--- src/rtl/prog_clock_divider.sv ---
// prog_clock_divider
// Runtime-programmable divider for the alarm-clock timebase. The counter
// runs 0..div_act-1. clkout is low for div_act-high_act cycles and then
// high for high_act cycles. pulse is a one-cycle tick in the cycle where
// count is 0 after a wrap. New divisor and high-time values are staged in
// a shadow and only take effect on a period boundary, so clkout never
// glitches mid-period.
//
// Load protocol: load is sampled on every rising edge. A load whose values
// are legal (div_in >= 2 and 1 <= high_in <= div_in-1) is written to the
// shadow and raises busy on the next edge. A later legal load overwrites
// the shadow; the last one wins. The shadow becomes active at the next
// wrap, or on the next edge if en is low. In that cycle load_ack pulses
// and busy falls. An illegal load pulses div_err for one cycle and leaves
// every other register unchanged. No input reaches an output without
// passing through a register.
//
// Parameters are expected to satisfy 2 <= DEFAULT_DIV <= 2^WIDTH-1 and
// 1 <= DEFAULT_HIGH <= DEFAULT_DIV-1.
module prog_clock_divider #(
    parameter int WIDTH        = 8,
    parameter int DEFAULT_DIV  = 6,
    parameter int DEFAULT_HIGH = 3
) (
    input  logic             clk,
    input  logic             rst,
    input  logic             en,
    input  logic             load,
    input  logic [WIDTH-1:0] div_in,
    input  logic [WIDTH-1:0] high_in,
    output logic             busy,
    output logic             load_ack,
    output logic             div_err,
    output logic             pulse,
    output logic             clkout,
    output logic [WIDTH-1:0] count
);

    localparam logic [WIDTH-1:0] DIV_RST  = WIDTH'(DEFAULT_DIV);
    localparam logic [WIDTH-1:0] HIGH_RST = WIDTH'(DEFAULT_HIGH);
    localparam logic [WIDTH-1:0] ONE      = WIDTH'(1);
    localparam logic [WIDTH-1:0] TWO      = WIDTH'(2);

    // Active divisor/high time, shadow copies and the pending flag
    logic [WIDTH-1:0] div_act;
    logic [WIDTH-1:0] high_act;
    logic [WIDTH-1:0] div_sh;
    logic [WIDTH-1:0] high_sh;
    logic             pend;

    // Counter and registered outputs
    logic [WIDTH-1:0] cnt;
    logic             pulse_q;
    logic             clkout_q;
    logic             ack_q;
    logic             err_q;

    // Combinational helpers
    logic             load_valid;
    logic             load_take;
    logic             load_reject;
    logic             wrap;
    logic             apply_run;
    logic             apply_hold;
    logic             apply_any;
    logic [WIDTH-1:0] div_eff;
    logic [WIDTH-1:0] high_eff;
    logic [WIDTH-1:0] low_len;
    logic [WIDTH-1:0] cnt_next;
    logic             clk_next;

    // Validation, wrap detection and next-count/clkout computation
    always_comb begin
        load_valid = 1'b0;
        if ((div_in >= TWO) && (high_in != '0) && (high_in < div_in)) begin
            load_valid = 1'b1;
        end
        load_take   = load && load_valid;
        load_reject = load && !load_valid;

        // div_act >= 2 always, so div_act-1 never underflows
        wrap = (cnt == (div_act - ONE));

        // Shadow becomes active at a running wrap, or at once when frozen
        apply_run  = en && wrap && pend;
        apply_hold = !en && pend;
        apply_any  = apply_run || apply_hold;

        // At an applying wrap, clkout for count 0 uses the incoming values
        div_eff  = apply_run ? div_sh  : div_act;
        high_eff = apply_run ? high_sh : high_act;
        low_len  = div_eff - high_eff;

        cnt_next = wrap ? '0 : (cnt + ONE);
        // low_len >= 1, so count 0 always gives clkout low
        clk_next = (cnt_next >= low_len);
    end

    // Counter, divided clock and period tick
    always_ff @(posedge clk or negedge rst) begin
        if (!rst) begin
            cnt      <= '0;
            pulse_q  <= 1'b0;
            clkout_q <= 1'b0;
        end else if (en) begin
            cnt      <= cnt_next;
            pulse_q  <= wrap;
            clkout_q <= clk_next;
        end else begin
            pulse_q <= 1'b0;
            if (pend) begin
                cnt      <= '0;
                clkout_q <= 1'b0;
            end
        end
    end

    // Active divisor/high time, refreshed from the shadow on apply
    always_ff @(posedge clk or negedge rst) begin
        if (!rst) begin
            div_act  <= DIV_RST;
            high_act <= HIGH_RST;
        end else if (apply_any) begin
            div_act  <= div_sh;
            high_act <= high_sh;
        end
    end

    // Shadow capture and pending flag; a load on the apply edge stays pending
    always_ff @(posedge clk or negedge rst) begin
        if (!rst) begin
            div_sh  <= DIV_RST;
            high_sh <= HIGH_RST;
            pend    <= 1'b0;
        end else if (load_take) begin
            div_sh  <= div_in;
            high_sh <= high_in;
            pend    <= 1'b1;
        end else if (apply_any) begin
            pend    <= 1'b0;
        end
    end

    // One-cycle status pulses for apply and rejected loads
    always_ff @(posedge clk or negedge rst) begin
        if (!rst) begin
            ack_q <= 1'b0;
            err_q <= 1'b0;
        end else begin
            ack_q <= apply_any;
            err_q <= load_reject;
        end
    end

    // The counter stays inside the active period
    a_cnt_in_range: assert property (@(posedge clk) disable iff (!rst)
        cnt < div_act);

    // The active high time always leaves at least one low cycle
    a_high_legal: assert property (@(posedge clk) disable iff (!rst)
        (high_act != '0) && (high_act < div_act));

    assign busy     = pend;
    assign load_ack = ack_q;
    assign div_err  = err_q;
    assign pulse    = pulse_q;
    assign clkout   = clkout_q;
    assign count    = cnt;

endmodule

--- config.mk ---
export PLATFORM = sky130hd
export DESIGN_NAME = prog_clock_divider
export DESIGN_NICKNAME = d
export VERILOG_FILES = /design/src/rtl/prog_clock_divider.sv
export SDC_FILE = /design/constraint.sdc
export NUM_CORES = 1
export LEC_CHECK = 0
export BUFFER_PORTS_ARGS = -buffer_cell sky130_fd_sc_hd__buf_2
export CAP_MARGIN = 25
export CORE_MARGIN = 2
export CORE_UTILIZATION = 35
export CTS_CLUSTER_DIAMETER = 150
export CTS_CLUSTER_SIZE = 8
export DETAILED_ROUTE_END_ITERATION = 8
export PLACE_DENSITY = 0.53
export SYNTH_ARGS = -nofsm -noshare
export SYNTH_HDL_FRONTEND = slang
export SYNTH_SLANG_ARGS = --single-unit
--- constraint.sdc ---
create_clock -name clk -period 11.2 [get_ports clk]
set_input_delay 1.12 -clock clk [delete_from_list [all_inputs] [get_ports clk]]
set_output_delay 1.12 -clock clk [all_outputs]
set_load 0.05 [all_outputs]
==> results of run 1 <==
[final cells by class]
class	count	area, sq um
Inverter	18	67.56
Fill cell	848	4911
Clock buffer	6	72.57
Clock inverter	2	16.27
Multi-Input combinational cell	208	1735
Timing Repair Buffer	34	187.7
Sequential cell	45	1136
Tap cell	105	131.4
[cells in the final DEF (no fill, tap or decap), types with 2 or more instances in the layout]
master	netlist	routed
a21o_1	6	6
nand2_1	14	14
a21oi_1	8	8
and2_1	2	2
o211ai_1	2	2
nor3_1	6	6
a221o_1	2	2
dfstp_2	8	8
nand3_1	3	3
dfrtp_1	37	37
clkbuf_8	0	5
nand4_1	4	4
or2_2	2	2
mux2_2	29	29
a31oi_1	3	3
o22ai_1	2	2
buf_2	1	32
xnor2_1	9	9
o21ai_0	11	11
and3_1	2	2
inv_1	18	18
nand2b_1	7	7
nor4_1	4	4
mux2i_1	8	8
nor2b_1	2	2
nor2_1	19	19
xor2_1	10	10
ha_1	24	24
mux2_4	9	9
[critical path, stage by stage (launching register included)]
cell,delay [ns]
dfrtp_1,0.46
inv_1,0.09
ha_1,0.18
or3b_1,0.40
o31a_1,0.25
o2111ai_1,0.33
a2111o_1,0.61
mux2_2,0.42
ha_1,0.21
fa_1,0.40
nor2b_1,0.11
o21ai_0,0.08
nand2b_1,0.11
a21o_1,0.13
a21oi_1,0.07
xor2_1,0.15
ha_1,0.17
or3_1,0.36
nor2_1,0.09
o21ai_0,0.09
o211a_1,0.14
[per-layer routing]
metal | global-route usage (%) | wire (um)
met5 | 0 | 0
met4 | 3.169 | 37
met3 | 2.793 | 209
met2 | 23.26 | 2745
met1 | 20.15 | 3147
[worst max path at each step]
| stage | cells past startpoint | to | slack [ns] | start |
|---|---|---|---|---|
| finish | 20 | clkout$_DFFE_PN0P_ | 6.24 | div_act[0]$_DFFE_PN0P_ |
| global route | 19 | clkout$_DFFE_PN0P_ | 5.79 | div_act[0]$_DFFE_PN0P_ |
| CTS | 20 | clkout$_DFFE_PN0P_ | 6.23 | div_act[0]$_DFFE_PN0P_ |
| detailed placement | 20 | clkout$_DFFE_PN0P_ | 6.28 | div_act[0]$_DFFE_PN0P_ |
| global placement | 20 | clkout$_DFFE_PN0P_ | 6.40 | div_act[0]$_DFFE_PN0P_ |
| floorplan | 20 | clkout$_DFFE_PN0P_ | 6.77 | count[5]$_DFFE_PN0P_ |
[registers in the layout (all words and copies together) (netlist names)]
register and cells:
busy 1, high_act 8, div_sh 8, pulse 1, div_act 8, high_sh 8, count 8, clkout 1
load_ack 1, div_err 1
[cell families after synthesis]
logic type / count (synthesis) / synth area share (%)
simple gates: 70 / 11.81
mux: 47 / 18.45
fa+ha+maj: 25 / 10.68
compound gates: 47 / 11.39
xor+xnor: 19 / 5.551
buf+inv: 25 / 4.215
flops: 45 / 37.90
[metrics by stage]
step / worst slack [ns] / util [%] / total power [mW] / instances / hold slack [ns]
finish: 6.240 / 40.53 / 0.7833 / 418 / 0.5209
global route: 5.795 / 40.53 / 0.8583 / 418 / 0.5309
CTS: 6.230 / 40.29 / 0.7930 / 417 / 0.5246
detailed placement: 6.277 / 39.21 / 0.6849 / 409 / 0.4971
global placement: 6.396 / 39.21 / 0.6831 / 409 / 0.4958
floorplan: 6.769 / - / 0.5921 / 278 / 0.4805
[power groups by stage]
stage	combinational, mW	sequential (mW)	clock [mW]
CTS	0.414	0.270	0.108
global placement	0.409	0.274	0
detailed placement	0.412	0.273	0
floorplan	0.316	0.276	0
finish	0.411	0.269	0.103
global route	0.465	0.279	0.114
==> run metrics, run 1 <==
cell area after synthesis=around 0.0030 sq mm; Die Span Y=96.55 um; RePlAce Congestion=between 0.7 and 0.8; # clock sinks=45; Die Area=0.009322 sq mm; post-synth top area share=a little under a third; gr ovfl total=0; top post-synthesis cells by area=dfrtp_1 (31%), mux2_2 (11%), ha_1 (10%); final hold violations=0; clock root buffer=clkbuf_8; io pins=33; PwrDens=about 230 mW/mm^2; # diodes=0; reg2reg end=clkout$_DFFE_PN0P_; Seq/Total Area, Yosys=around 38%; Layout Skew=about 0.0035 ns; hold_sp=high_act[5]$_DFFE_PN0P_; Worst-Margin Slew=just under 0.7 ns; Peak VDD IR=~0.000058 V; R2R Path Start=div_act[0]$_DFFE_PN0P_; sw frac=40.69%; final antenna-violating net count=0; CP arrival=between 5 and 6 ns; sw power=~0.32 mW; Placed Instance Area=0.003238 sq mm; vias in the first global route=~2100; Worst Hold Class=flop to flop; CP endpoint kind=flop; Iter 0 DRT Violations=between 60 and 70; #FFs+latches synth=45; Yosys top cell by area=dfrtp_1; EDFF count, synth=0; first-pass GRT wire length=10360 um; flop2flop setup slack=around 6.2 ns; post-synth cell types=about 50; hold path depth=1; Port Buffer Count=32; FMAX=roughly 200 MHz; top cells by count, synth=dfrtp_1 (37), mux2_2 (29), ha_1 (24), nor2_1 (19), inv_1 (18); total track usage=14.44%; WHS Endpoint=high_act[5]$_DFFE_PN0P_; Mapped Avg Cell Area=10.78 sq um; # Max-Cap Violations=0; final wirelength=around 6100 um; layout cells sized above 1=30.03%; Final nets=approximately 360; Req. time, crit path=between 10 and 15 ns; DRC Markers=0; detailed placer's ending HPWL=~4700 um; Cell Int Power=between 0.4 and 0.5 mW; initial antenna violation count=0; Static Leak=approximately 1.6 nW; RSZ-0062 raised after global routing=no; CTS tree=done; net count after synthesis=323; Via density=5.105; crit path kind=flop to flop; final period utilization=44.28%; drt first pass iters=4; P&R area growth vs syn=11.64%; Synth Warn #=0; Worst slew margin=a little over half; clock tree buffer depth=2; Period minus WS final=4.960 ns; Clock transition at path regs=roughly 0.09 ns; top-count cell post-synth=dfrtp_1; vias=about 2100; postcts setup bufs=0; R2R depth=20; Main synth FF type=dfrtp_1; clock network power share=a little over an eighth; status=complete, no violations; post-route cell area=0.003347 sq mm; final setup TNS=0 ns; H-Tree Depth=2; # resized after CTS=0; CTS Buf Count=5; per-cell routed wire length=14.69 um; CP startpoint kind=flop; Core Box Area=0.008258 sq mm; cts hold-fix bufs=0; share of synthesized registers carrying an async set or reset=between 90% and 100%; final setup fails=0; Starting Density=a little over a third; die width=between 90 and 100 um; worst skew pair latency=around 0.3 ns; Crit Path Max Fanout=15; Cell Rows=33; Logic pwr share=a little over half; largest net degree at the start of global routing=between 40 and 50; Synth Instances=approximately 280; Max Transition Viols Final=0; share of power burned in registers=34.4%
No activity file was read; power rests on OpenSTA's default activity.
==> run 2, diff against run 1 <==
clock period = 5 ns   (was 11.2 ns; I/O delays follow)
==> run metrics, run 2 (synthesis results as in run 1) <==
status=complete, no violations; CP startpoint kind=flop; R2R Path Start=div_act[0]$_DFFE_PN0P_; Placed Instance Area=0.003246 sq mm (+0.23%); clock root buffer=clkbuf_8; io pins=33 (unchanged); Cells after DPL=410 (+0.24%); detailed placer's ending HPWL=4733 um (+1.1%); final antenna-violating net count=0 (unchanged); Max Transition Viols Final=0 (unchanged); P&R area growth vs syn=12.90%; crit path capture=clkout$_DFFE_PN0P_; Worst slew margin=52.11% (-1.5 points); gr ovfl total=0 (unchanged); final setup TNS=0 ns (unchanged); CP endpoint kind=flop; Period minus WS final=4.613 ns (-0.3469 ns); Crit Path Max Fanout=7 (-8); post-place setup slack=0.3636 ns (-5.913 ns); drt first pass iters=4 (unchanged); Req. time, crit path=5.19 ns (-6.20 ns); Via density=5.167 (+1.2%); Final nets=358 (+0.28%); final wirelength=6238 um (+1.6%); flop2flop setup slack=0.39 ns (-5.85 ns); Iter 0 DRT Violations=67 (+4.7%); post-route cell area=0.003385 sq mm (+1.1%); # diodes=0 (unchanged); Worst-Margin Slew=0.7168 ns (+0.02143 ns); CTS tree=done; largest net degree at the start of global routing=46 (unchanged); first-pass GRT wire length=10630 um (+2.5%); filler-free cell count of the finished design=419 (+0.24%); vias in the first global route=2093 (-0.19%); final setup fails=0 (unchanged); Die Span Y=96.55 um (unchanged); Multi-input gate area=0.001743 sq mm (+0.43%); die width=96.55 um (unchanged); RePlAce Congestion=0.7641 (-0.44%); # Max-Cap Violations=0 (unchanged); RSZ-0062 raised after global routing=no; # resized after CTS=0 (unchanged); CP arrival=4.81 ns (-0.34 ns); CTS Buf Count=5 (unchanged); R2R depth=20 (unchanged); filler instances=843 (-0.59%); Core Box Area=0.008258 sq mm (unchanged); H-Tree Depth=2 (unchanged); crit path kind=flop to flop; DRC Markers=0 (unchanged); Setup crit start=div_act[0]$_DFFE_PN0P_; final worst-path setup slack=0.3873 ns (-5.853 ns); # clock sinks=45 (unchanged); most common cell after layout, fill and taps aside=dfrtp_1; final hold violations=0 (unchanged); Layout Skew=0.007144 ns (+0.003599 ns); layout cells sized above 1=30.57% (+0.54 points); initial antenna violation count=0 (unchanged); Clock transition at path regs=0.09 ns (about the same); most frequent cells in the layout=dfrtp_1 (37), buf_2 (32), mux2_2 (29); cts hold-fix bufs=0 (unchanged); total track usage=15.03% (+0.59 points); reg2reg end=clkout$_DFFE_PN0P_; Port Buffer Count=32 (unchanged); per-cell routed wire length=14.89 um (+1.4%); Cell Rows=33 (unchanged); FF+latch area=0.001136 sq mm (unchanged); Peak VDD IR=0.0001401 V (+140%); vias=2165 (+1.5%); Worst Hold Class=primary input to async pin; Die Area=0.009322 sq mm (unchanged); clock tree buffer depth=2 (unchanged); postcts setup bufs=0 (unchanged); final period utilization=92.25% (+48 points); worst skew pair latency=0.30 ns (about the same); Static Leak=1.624 nW (+1.4%); FMAX=216.8 MHz (+7.5%); PwrDens=531.9 mW/mm^2 (+130%); Starting Density=36.30% (unchanged)
## run 2: area by class of cell
type | count | area share (%)
clock inverter | 2 | 1.146
sequential | 45 | 33.57
clock buffer | 6 | 2.144
inverter | 18 | 1.996
timing repair buffer | 35 | 5.767
multi-input combinational | 208 | 51.50
tap | 105 | 3.882
## run 2: how the worst min path moves through the flow
stage	from	end	slack, ns	depth (start not counted)
finish	rst	count[1]$_DFFE_PN0P_	0.11	1
floorplan	rst	busy$_DFFE_PN0P_	0.20	0
detailed placement	high_act[5]$_DFFE_PN0P_	high_act[5]$_DFFE_PN0P_	0.50	1
global placement	high_act[5]$_DFFE_PN0P_	high_act[5]$_DFFE_PN0P_	0.49	1
CTS	rst	high_act[7]$_DFFE_PN0P_	0.41	1
global route	rst	high_act[7]$_DFFE_PN0P_	0.13	1
## run 2: per-layer routing
metal / wire length (um) / part of all wire (%) / track usage [%] / vias to the layer above
li1: - / - / - / 1072
met1: 3159 / 51 / 21.09 / 1036
met2: 2801 / 45 / 23.90 / 51
met3: 220 / 3.5 / 3.026 / 6
met4: 57 / 0.91 / 3.521 / 0
met5: 0 / 0 / 0 / -
## run 2: power by group
| group | switching (mW) | internal (mW) | leakage [nW] |
|---|---|---|---|
| clock | 0.132 | 0.151 | 0.0558 |
| sequential | 0.127 | 0.482 | 0.540 |
| combinational | 0.448 | 0.460 | 1.03 |
| total | 0.707 | 1.09 | 1.62 |
## run 2: metrics by stage
step	hold slack, ns	utilization (%)	total power, mW
global route	0.1346	40.98	1.987
detailed placement	0.4957	39.30	1.525
finish	0.1066	40.98	1.800
global placement	0.4919	39.30	1.517
floorplan	0.2044	-	1.326
CTS	0.4091	40.65	1.818
## run 2: worst max-delay path: stages, from the launching register on
cell and delay (ns):
dfrtp_1 0.46, inv_1 0.09, ha_1 0.18, or3b_1 0.39
nor4_1 0.25, o2111ai_1 0.21, a2111o_1 0.51, mux2_2 0.32
ha_1 0.21, fa_1 0.40, nor2b_1 0.12, o21ai_0 0.08
nand2b_1 0.11, a21o_1 0.12, a21oi_1 0.07, xor2_1 0.15
ha_1 0.17, or3_1 0.36, nor2_1 0.08, o21ai_0 0.09
o211a_1 0.13
==> run 3, diff against run 2 <==
PLACE_DENSITY = 0.54   (was 0.53)
==> run metrics, run 3 (synthesis results as in run 1) <==
status=complete, no violations; most common cell after layout, fill and taps aside=dfrtp_1; CP endpoint kind=flop; Static Leak=1.619 nW (-0.25%); Layout Utilization=40.89% (-0.091 points); # clock sinks=45 (unchanged); Cell Rows=33 (unchanged); io pins=33 (unchanged); most frequent cells in the layout=dfrtp_1 (37), buf_2 (32), mux2_2 (29); DRC Markers=0 (unchanged); final period utilization=92.78% (+0.52 points); Core Box Area=0.008258 sq mm (unchanged); Port Buffer Count=32 (unchanged); vias in the first global route=2110 (+0.81%); total track usage=14.80% (-0.23 points); CP startpoint kind=flop; final hold violations=0 (unchanged); Via density=5.122 (-0.88%); RePlAce Congestion=0.8106 (+6.1%); Die Area=0.009322 sq mm (unchanged); detailed placer's ending HPWL=4697 um (-0.76%); post-place setup slack=0.3483 ns (-0.01521 ns); drt first pass iters=4 (unchanged); Peak VDD IR=0.0001542 V (+10%); worst skew pair latency=0.31 ns (about the same); final antenna-violating net count=0 (unchanged); layout cells sized above 1=30.25% (-0.32 points); flop2flop setup slack=0.36 ns (-0.03 ns); largest net degree at the start of global routing=46 (unchanged); Die Span Y=96.55 um (unchanged); initial antenna violation count=0 (unchanged); Crit Path Max Fanout=7 (unchanged); vias=2146 (-0.88%); RSZ-0062 raised after global routing=no; cts hold-fix bufs=0 (unchanged); PwrDens=531.3 mW/mm^2 (-0.10%); H-Tree Depth=2 (unchanged); R2R Path Start=div_act[0]$_DFFE_PN0P_; final wirelength=6135 um (-1.7%); clock root buffer=clkbuf_8; reg2reg end=clkout$_DFFE_PN0P_; Final nets=358 (unchanged); CTS Buf Count=5 (unchanged); Worst-Margin Slew=0.6917 ns (-0.02511 ns); Max Transition Viols Final=0 (unchanged); Period minus WS final=4.639 ns (+0.02609 ns); R2R depth=20 (unchanged); Starting Density=36.30% (unchanged); final worst-path setup slack=0.3612 ns (-0.02609 ns); Worst slew margin=53.78% (+1.7 points); die width=96.55 um (unchanged); worst hold slack=0.1052 ns (-0.001355 ns); Worst Hold Class=primary input to async pin; Layout Skew=0.005500 ns (-0.001644 ns); P&R area growth vs syn=12.65%; CP arrival=4.84 ns (+0.03 ns); # resized after CTS=0 (unchanged); # diodes=0 (unchanged); gr ovfl total=0 (unchanged); clock tree buffer depth=2 (unchanged); postcts setup bufs=0 (unchanged); Req. time, crit path=5.20 ns (about the same); per-cell routed wire length=14.64 um (-1.7%); CTS tree=done; FMAX=215.6 MHz (-0.56%); first-pass GRT wire length=10560 um (-0.65%); # Max-Cap Violations=0 (unchanged); final setup fails=0 (unchanged); Clock transition at path regs=0.09 ns (about the same); crit path kind=flop to flop; Iter 0 DRT Violations=49 (-27%); final setup TNS=0 ns (unchanged)
[run 3: per-stage QoR]
step | cell area (sq um) | total power, mW | cells
6_report | 3377 | 1.794 | 419
3_3_place_gp | 3246 | 1.504 | 410
5_1_grt | 3377 | 1.964 | 419
4_1_cts | 3357 | 1.821 | 418
3_5_place_dp | 3246 | 1.528 | 410
2_1_floorplan | 2998 | 1.326 | 278
[run 3: worst max-delay path by stage]
stage                           startpoint                  to  slack (ns)  depth (start not counted)
floorplan             count[5]$_DFFE_PN0P_  clkout$_DFFE_PN0P_        0.57                         20
CTS                 div_act[0]$_DFFE_PN0P_  clkout$_DFFE_PN0P_        0.33                         20
global placement    div_act[0]$_DFFE_PN0P_  clkout$_DFFE_PN0P_        0.46                         20
global route        div_act[0]$_DFFE_PN0P_  clkout$_DFFE_PN0P_        0.07                         19
detailed placement  div_act[0]$_DFFE_PN0P_  clkout$_DFFE_PN0P_        0.35                         20
finish              div_act[0]$_DFFE_PN0P_  clkout$_DFFE_PN0P_        0.36                         20
[run 3: cell type report]
cell class                      instances  area, sq um
Clock inverter                          2        38.79
Timing Repair Buffer                   35        195.2
Multi-Input combinational cell        208         1735
Fill cell                             825         4881
Inverter                               18        67.56
Sequential cell                        45         1136
Clock buffer                            6        72.57
Tap cell                              105        131.4
[run 3: where the power goes]
group / switching [mW] / internal, mW / leakage (nW) / total, mW
clock: 0.135 / 0.151 / 0.0558 / 0.286
combinational: 0.446 / 0.456 / 1.02 / 0.901
sequential: 0.125 / 0.482 / 0.540 / 0.607
total: 0.705 / 1.09 / 1.62 / 1.79
[run 3: routing by layer]
layer / wire [um] / up-vias / GRT usage, % / share of wire [%]
li1: - / 1074 / - / -
met1: 3092 / 1025 / 20.60 / 50
met2: 2759 / 40 / 23.67 / 45
met3: 209 / 7 / 2.793 / 3.4
met4: 73 / 0 / 3.873 / 1.2
met5: 0 / - / 0 / 0
[run 3: worst max-delay path: stages, from the launching register on]
cell	delay, ns
dfrtp_1	0.45
inv_1	0.09
ha_1	0.18
or3b_1	0.40
nor4_1	0.25
o2111ai_1	0.20
a2111o_1	0.52
mux2_2	0.33
ha_1	0.21
fa_1	0.41
nor2b_1	0.12
o21ai_0	0.08
nand2b_1	0.11
a21o_1	0.12
a21oi_1	0.07
xor2_1	0.15
ha_1	0.18
or3_1	0.36
nor2_1	0.09
o21ai_0	0.09
o211a_1	0.13
